===== src/rtl/start_token_fifo_pkg.sv =====
// Shared constants and helpers for the start-token SRL FIFO.
package start_token_fifo_pkg;

  // Handshake flag values while in reset: space available, nothing to read.
  localparam logic FULL_N_RST  = 1'b1;
  localparam logic EMPTY_N_RST = 1'b0;

  // Bits needed to hold an occupancy of 0..depth inclusive.
  function automatic int unsigned count_width(input int unsigned depth);
    return $clog2(depth + 1);
  endfunction

endpackage


===== src/rtl/start_token_fifo_srl_if.sv =====
// Write/read handshake bundle for the start-token SRL FIFO.
interface start_token_fifo_srl_if #(
  parameter int unsigned DATA_WIDTH = 1,
  parameter int unsigned ADDR_WIDTH = 1
);

  logic                  if_write_ce;
  logic                  if_write;
  logic [DATA_WIDTH-1:0] if_din;
  logic                  if_full_n;
  logic                  if_read_ce;
  logic                  if_read;
  logic [DATA_WIDTH-1:0] if_dout;
  logic                  if_empty_n;
  logic [ADDR_WIDTH:0]   count;

  // Producer/consumer side: drives requests, observes flags and data.
  modport master (
    output if_write_ce, if_write, if_din, if_read_ce, if_read,
    input  if_full_n, if_dout, if_empty_n, count
  );

  // FIFO side.
  modport slave (
    input  if_write_ce, if_write, if_din, if_read_ce, if_read,
    output if_full_n, if_dout, if_empty_n, count
  );

endinterface


===== src/rtl/start_token_fifo_srl_mem.sv =====
// Shift-in register file: a write shifts din into entry 0, reads are addressed.
module start_token_fifo_srl_mem #(
  parameter int unsigned DATA_WIDTH = 1,
  parameter int unsigned ADDR_WIDTH = 1,
  parameter int unsigned DEPTH      = 2
) (
  input  logic                  clk,
  input  logic                  we,
  input  logic [ADDR_WIDTH-1:0] addr,
  input  logic [DATA_WIDTH-1:0] din,
  output logic [DATA_WIDTH-1:0] dout
);

  logic [DATA_WIDTH-1:0] mem_q [DEPTH];

  // Shift chain; the last entry falls off, but it is never live when we is set.
  always_ff @(posedge clk) begin
    if (we) begin
      for (int i = DEPTH - 1; i > 0; i--) begin
        mem_q[i] <= mem_q[i-1];
      end
      mem_q[0] <= din;
    end
  end

  // Read port straight from storage.
  assign dout = mem_q[addr];

endmodule


===== src/rtl/start_token_fifo_srl.sv =====
// Start-token FIFO: occupancy counter, registered full_n/empty_n, SRL storage.
module start_token_fifo_srl
  import start_token_fifo_pkg::*;
#(
  parameter int unsigned DATA_WIDTH = 1,
  parameter int unsigned ADDR_WIDTH = 1,
  parameter int unsigned DEPTH      = 2
) (
  input  logic                   clk,
  input  logic                   ap_rst_n,
  start_token_fifo_srl_if.slave  bus
);

  localparam int unsigned     CntW     = ADDR_WIDTH + 1;
  localparam logic [CntW-1:0] DepthCnt = CntW'(DEPTH);

  logic [CntW-1:0]       count_q, count_d, count_m1;
  logic                  full_n_q, empty_n_q;
  logic                  push, pop;
  logic [ADDR_WIDTH-1:0] addr;

  // Handshake decode; gating by the registered flags makes full/empty corners safe.
  always_comb begin
    push = bus.if_write & bus.if_write_ce & full_n_q;
    pop  = bus.if_read  & bus.if_read_ce  & empty_n_q;
  end

  // Next occupancy; simultaneous push and pop leave it unchanged.
  always_comb begin
    count_d = count_q;
    case ({push, pop})
      2'b10:   count_d = count_q + CntW'(1);
      2'b01:   count_d = count_q - CntW'(1);
      default: count_d = count_q;
    endcase
  end

  // Oldest entry sits at count-1; clamp so an empty FIFO still addresses entry 0.
  always_comb begin
    count_m1 = count_q - CntW'(1);
    addr     = (count_q == '0) ? '0 : count_m1[ADDR_WIDTH-1:0];
  end

  // Counter and flag registers, flags precomputed from the next count.
  always_ff @(posedge clk) begin
    if (!ap_rst_n) begin
      count_q   <= '0;
      full_n_q  <= FULL_N_RST;
      empty_n_q <= EMPTY_N_RST;
    end else begin
      count_q   <= count_d;
      full_n_q  <= (count_d != DepthCnt);
      empty_n_q <= (count_d != '0);
    end
  end

  start_token_fifo_srl_mem #(
    .DATA_WIDTH (DATA_WIDTH),
    .ADDR_WIDTH (ADDR_WIDTH),
    .DEPTH      (DEPTH)
  ) u_mem (
    .clk  (clk),
    .we   (push),
    .addr (addr),
    .din  (bus.if_din),
    .dout (bus.if_dout)
  );

  assign bus.if_full_n  = full_n_q;
  assign bus.if_empty_n = empty_n_q;
  assign bus.count      = count_q;

endmodule

===== src/flat_wrapper.sv =====
// flat-port wrapper written by rule: the top's interface ports become plain ports
module start_token_fifo_srl_flat import start_token_fifo_pkg::*;
#(
  parameter int unsigned DATA_WIDTH = 1,
  parameter int unsigned ADDR_WIDTH = 1,
  parameter int unsigned DEPTH      = 2
)
  (clk, ap_rst_n, bus_if_write_ce, bus_if_write, bus_if_din, bus_if_read_ce, bus_if_read, bus_if_full_n, bus_if_dout, bus_if_empty_n, bus_count);
  start_token_fifo_srl_if #(.DATA_WIDTH(DATA_WIDTH), .ADDR_WIDTH(ADDR_WIDTH)) bus_i ();
  input  logic clk;
  input  logic ap_rst_n;
  input wire logic [$bits(bus_i.if_write_ce)-1:0] bus_if_write_ce;
  input wire logic [$bits(bus_i.if_write)-1:0] bus_if_write;
  input wire logic [$bits(bus_i.if_din)-1:0] bus_if_din;
  input wire logic [$bits(bus_i.if_read_ce)-1:0] bus_if_read_ce;
  input wire logic [$bits(bus_i.if_read)-1:0] bus_if_read;
  output wire logic [$bits(bus_i.if_full_n)-1:0] bus_if_full_n;
  output wire logic [$bits(bus_i.if_dout)-1:0] bus_if_dout;
  output wire logic [$bits(bus_i.if_empty_n)-1:0] bus_if_empty_n;
  output wire logic [$bits(bus_i.count)-1:0] bus_count;
  assign bus_i.if_write_ce = bus_if_write_ce;
  assign bus_i.if_write = bus_if_write;
  assign bus_i.if_din = bus_if_din;
  assign bus_i.if_read_ce = bus_if_read_ce;
  assign bus_i.if_read = bus_if_read;
  assign bus_if_full_n = bus_i.if_full_n;
  assign bus_if_dout = bus_i.if_dout;
  assign bus_if_empty_n = bus_i.if_empty_n;
  assign bus_count = bus_i.count;
  start_token_fifo_srl #(.DATA_WIDTH(DATA_WIDTH), .ADDR_WIDTH(ADDR_WIDTH), .DEPTH(DEPTH)) u_core (.clk(clk), .ap_rst_n(ap_rst_n), .bus(bus_i));
endmodule

===== config.mk =====
export PLATFORM = sky130hd
export DESIGN_NAME = start_token_fifo_srl_flat
export DESIGN_NICKNAME = d
export VERILOG_FILES = /design/src/rtl/start_token_fifo_pkg.sv /design/src/rtl/start_token_fifo_srl_if.sv /design/src/rtl/start_token_fifo_srl_mem.sv /design/src/rtl/start_token_fifo_srl.sv /design/src/flat_wrapper.sv
export SDC_FILE = /design/constraint.sdc
export NUM_CORES = 1
export LEC_CHECK = 0
export BUFFER_PORTS_ARGS = -buffer_cell sky130_fd_sc_hd__buf_2
export CAP_MARGIN = 15
export CORE_AREA = 2 2 39 41
export CTS_BUF_LIST = sky130_fd_sc_hd__clkbuf_2 sky130_fd_sc_hd__clkbuf_4 sky130_fd_sc_hd__clkbuf_8
export DETAILED_ROUTE_END_ITERATION = 8
export DIE_AREA = 0 0 41 43
export SLEW_MARGIN = 20
export SYNTH_ARGS = -nofsm -noshare
export SYNTH_HDL_FRONTEND = slang
export SYNTH_HIERARCHICAL = 1
export SYNTH_SLANG_ARGS = --single-unit
export TNS_END_PERCENT = 5

===== constraint.sdc =====
create_clock -name clk -period 1.93 [get_ports clk]
set_clock_uncertainty 0.1 [all_clocks]
set_input_delay 0.193 -clock clk [delete_from_list [all_inputs] [get_ports clk]]
set_output_delay 0.193 -clock clk [all_outputs]
set_load 0.01 [all_outputs]

# Yosys cells after proc, flatten, opt, wreduce, memory -nomap -nowiden
# Memory sizes are Yosys's and may differ from the RTL's.
# Cells that the tools add are included.
# word_totals
inputBits,7
register_bits,4
mem_count,1
elab_cells,19
output_inout_bits,5
ramBits,2
# memory_table
name,depth,word_bits,read_ports,rd_clocked_by_memory_dff,write_ports,line_no,source
u_core.u_mem.mem_q,2,1,2,0,2,start_token_fifo_srl_mem.sv:14,logic [DATA_WIDTH-1:0] mem_q [DEPTH];
# op_classes
n_reduce_logical,2
n_addsub,2
bitwise_logic,4
mux,4
n_eq_ne,3
# op_table
operator,count
$and 1x1->1,4
$pmux 2 s2,1
$mux 1,3
$add 2x1->2 const B,1
$eq 2x1->1 const B,1
$eq 2x2->1 const B,1
$logic_not 2->1,1
$ne 2x2->1 const B,1
$reduce_bool 2->1,1
$sub 2x1->2 const B,1

# Longest topological paths before layout
# depth
word_depth,5
ltp_mapped,6
depth_no_buf,6

# Cells and area by module
# Netlist, hierarchy kept.
# modules_own_cells
mod,seq_area_each_um2,cells_per_inst,instances,area_per_inst_um2
start_token_fifo_srl,80.1,22,1,210.2
start_token_fifo_srl_mem,60.1,3,1,75.1

# Worst setup path after synthesis
# OpenSTA, ideal clock, no wires.
# synth_path
path_type,reg2reg
start,register u_core.empty_n_q (netlist: u_core/bus.if_empty_n)
end,register u_core.empty_n_q (netlist: u_core/bus.if_empty_n)
required_time_ns,1.760
period_less_slack_ns,1.483
n_path_buf,0
arrival_ns,1.313
path_slack_ns,0.447
stages_incl_launch_ff,6
cell_sequence,dfxtp_1 > and3_1 > ha_1 > o21bai_1 > mux2_2 > o21bai_1
# synth_via
elab_chain_len,4
word_cells_on_any_way,5
# synth_rtl
element,line_no,source
from (decl),start_token_fifo_srl.sv:18,"logic full_n_q, empty_n_q;"
from (signal assigned),start_token_fifo_srl.sv:53,empty_n_q <= (count_d != '0);
$and 1x1->1 *,start_token_fifo_srl.sv:25,pop = bus.if_read & bus.if_read_ce & empty_n_q;
$eq 2x1->1 or $eq 2x2->1 (tied branches),start_token_fifo_srl.sv:31,"case ({push, pop})"
$pmux 2 s2 *,start_token_fifo_srl.sv:31,
$reduce_bool 2->1 *,start_token_fifo_srl.sv:53,
# Mark *: on every way between the ends. The rest lies on a longest branch, timed or not.
# A chain may end at the register's enable or synchronous reset.

# Worst setup path in the final report
# layout_path
start,register u_core.count_q[0] (netlist: u_core/bus.count[0])
end,output bus_if_dout
# layout_via
elab_chain_len,3
word_cells_on_any_way,4
# layout_rtl
element,line_no,source
from (decl),start_token_fifo_srl.sv:17,"logic [CntW-1:0] count_q, count_d, count_m1;"
from (signal assigned),start_token_fifo_srl.sv:51,count_q <= count_d;
$sub 2x1->2 or $logic_not 2->1 (tied branches),n/a,
$mux 1 *,start_token_fifo_srl.sv:41,addr = (count_q == '0) ? '0 : count_m1[ADDR_WIDTH-1:0];
net u_core.addr,start_token_fifo_srl.sv:20,logic [ADDR_WIDTH-1:0] addr;
$mem_v2 2x1 *,n/a,
to (decl),flat_wrapper.sv:18,output wire logic [$bits(bus_i.if_dout)-1:0] bus_if_dout;
# Mark *: on every way through the listed nets, which the timed path passes. The rest lies on a longest branch.

==> results.md <==
* Status: finished clean
* Starting density of the core at 0.206
* Via count normalized by instance count at 3.80
* Top Ports at 12
* Final-report setup violation count at 0
* CP Launch Type: flop
* Filler cell count at 154
* Clock sink count at 6
* DP HPWL at 432 um
* Global-route wire length before repair at 779 um
* Global route overflow at 0
* IR drop worst, VDD at 0.208 mV
* Max Transition Viols Final at 0
* Met3 routing resource usage after global routing at 0.0628
* Syn. warnings at 6
* Area inside the core boundary at 1380 um2
* Hold Path Depth at 1
* Share of layout cells above drive strength 1 at 0.450
* Routability cong. at 0.664
* Layer carrying the most global-route usage: met2
* TritonCTS clock tree: yes
* Origin of the worst min-delay path: bus_if_din
* Clk root buf: sky130_fd_sc_hd__clkbuf_4
* Via count of the first global-routing pass at 211
* Post-synthesis area per instance at 11.4 um2
* Cell count after synthesis at 25
* Maximum frequency from static timing analysis at 648 MHz
* Most common library cell in the layout ignoring fill and taps: sky130_fd_sc_hd__buf_2
* Buffers inserted during post-CTS setup optimization at 0
* Final routed wirelength across all metal layers at 483 um
* Worst Path Class, Setup: reg -> out
* Worst EP required at 1.64 ns
* Worst Hold Path EP: u_core/u_mem/mem_q[0]
* Slack of the worst reg-to-reg path at 0.41 ns
* # nets final at 51
* Count of port buffers added during placement at 11
* Launch instance of the worst register-to-register path: u_core/bus.if_empty_n
* Number of rows in the core area at 14
* Worst path setup slack after routing at 0.387 ns
* Class of the worst hold path: in -> reg
* Number of gates given a new drive strength after cts at 0
* Max clock buf depth at 2
* Clock-pin slew reported for the worst setup and hold paths after clock tree synthesis at 0.05 ns
* Height of the chip at 43 um
* Reg-to-reg endpoint: u_core/bus.if_empty_n
* Normalized max-slew margin at 0.851
* Total leakage power at 0.201 nW
* Transition at the pin with the smallest max-transition slack at 0.223 ns
* DRT antenna net count at 0
* Number of inserted diodes at 0
* Data arrival time of the critical path at 1.25 ns
* Clock latency of the later-clocked register in the worst-skew pair at 0.25 ns
* Maximum number of pins on one net before global-route repair at 5
* Quantity of hold-fixing buffers added after cts at 0
* Final hold violations at 0
* Total global-route track usage at 0.0744
* Per-cell routed wire length at 8.63 um
* Depth of the most critical reg-to-reg path at 5
* Detailed-routing iteration count for the pre-antenna-repair pass at 2
* Minimum period implied by the final worst setup slack at 1.54 ns
* Count of max-cap constraint violations at 0
* Area added between synthesis and finish at 36.8%
* Post-synthesis net count at 35
* Initial antenna violation count at 0
* H-tree levels at 1
* Final Cycle Share at 0.800
* Top library cells by usage in the layout, fill and taps aside: 11 x sky130_fd_sc_hd__buf_2, 5 x sky130_fd_sc_hd__inv_1, 4 x sky130_fd_sc_hd__clkbuf_4, 4 x sky130_fd_sc_hd__dfxtp_1, 3 x sky130_fd_sc_hd__ha_1
* Post-route setup TNS at 0 ns
* Global-route met1 utilization at 0.0647
* Part of the Yosys area used for sequential elements at 0.491
* Top fanout value on the critical path at 2
* Cts bufs inserted at 3
* Netlist area before placement at 285 um2
* Die boundary width at 41 um
* Number of storage elements in the synthesis netlist at 6
* Crit path capture type: output pin
* Place WS at 0.420 ns
* Power density normalized to cell area at 888 nW/um2
* Via count of the routed design at 213
* Distinct cell type count of the synthesized netlist at 14
* Setup repair after global routing missed its margin: no
* Met2 GRT Util at 0.103
* Number of DRC markers after the initial detailed-route iteration at 2
* Die Outline Area at 1760 um2
* Final routed DRC violation total at 0
-- Yosys cell counts --
library cell,n,area [um2]
sky130_fd_sc_hd__o21bai_1,2,15.0
sky130_fd_sc_hd__ha_1,3,37.5
sky130_fd_sc_hd__nand2_1,1,3.75
sky130_fd_sc_hd__mux2_4,1,15.0
sky130_fd_sc_hd__inv_1,5,18.8
sky130_fd_sc_hd__nor2b_1,1,6.26
sky130_fd_sc_hd__edfxtp_1,2,60.1
sky130_fd_sc_hd__mux2_2,1,11.3
sky130_fd_sc_hd__nor2_1,1,3.75
sky130_fd_sc_hd__nand3_1,1,5.00
sky130_fd_sc_hd__a211oi_2,1,12.5
sky130_fd_sc_hd__and3_1,1,6.26
sky130_fd_sc_hd__dfxtp_1,4,80.1
sky130_fd_sc_hd__mux2i_1,1,10.0
-- layout make-up --
cell class | instances | area, um2 | share of cell area
Clock buffer | 4 | 30.0 | 0.0769
Timing Repair Buffer | 11 | 55.1 | 0.141
Inverter | 5 | 18.8 | 0.0481
Multi-Input combinational cell | 14 | 126 | 0.324
Tap cell | 16 | 20.0 | 0.0513
Sequential cell | 6 | 140 | 0.359
-- logic make-up (layout without fill, tap and decap cells) --
group                    after synthesis  after routing  share of synthesized area
buffers and inverters                  5             20                     0.0658
AO/OA/AOI/OAI                          3              3                     0.0965
multiplexers                           3              3                      0.127
AND/OR/NAND/NOR                        5              5                     0.0877
adder cells (fa/ha/maj)                3              3                      0.132
flip-flops                             6              6                      0.491
-- worst max path at each step --
stage	startpoint	end	depth (start not counted)
after floorplan	u_core/bus.if_empty_n	u_core/bus.if_empty_n	5
after global placement	u_core/bus.if_empty_n	u_core/bus.if_empty_n	5
after detailed placement	u_core/bus.if_empty_n	u_core/bus.if_empty_n	5
after CTS	u_core/bus.count[0]	bus_if_dout	4
after global routing	u_core/bus.count[0]	bus_if_dout	4
final	u_core/bus.count[0]	bus_if_dout	4
-- power breakdown --
group	switching, mW	leakage (nW)	internal [mW]
clock	0.0467	0.0184	0.0924
combinational	0.0289	0.131	0.0308
sequential	0.00540	0.0515	0.143
total	0.0809	0.201	0.266
-- stage by stage --
| step | util | cells | power (mW) | area (um2) | hold WS (ns) |
|---|---|---|---|---|---|
| floorplan | - | 25 | 0.189 | 285 | 0.192 |
| global placement | 0.260 | 52 | 0.210 | 360 | 0.278 |
| detailed placement | 0.260 | 52 | 0.212 | 360 | 0.272 |
| CTS | 0.282 | 56 | 0.358 | 390 | 0.00192 |
| global route | 0.282 | 56 | 0.370 | 390 | 0.00864 |
| finish | 0.282 | 56 | 0.347 | 390 | 0.0181 |
-- registers in the layout, summed over array words and instances, names as in the netlist --
register,flops
u_core/bus.if_full_n,1
u_core/u_mem/mem_q,2
u_core/bus.count,2
u_core/bus.if_empty_n,1
-- critical path, cell delays in order, from the launching register on --
cell	delay, ns
sky130_fd_sc_hd__dfxtp_1	0.31
sky130_fd_sc_hd__inv_1	0.06
sky130_fd_sc_hd__ha_1	0.21
sky130_fd_sc_hd__mux2_4	0.29
sky130_fd_sc_hd__buf_2	0.14
-- metal layers --
layer  vias up  part of all wire
met1        95              0.42
met4         0                 0
met3         0             0.056
met5         -                 0
met2         5              0.52
li1        113                 -
(Power assumes the default switching activity.)
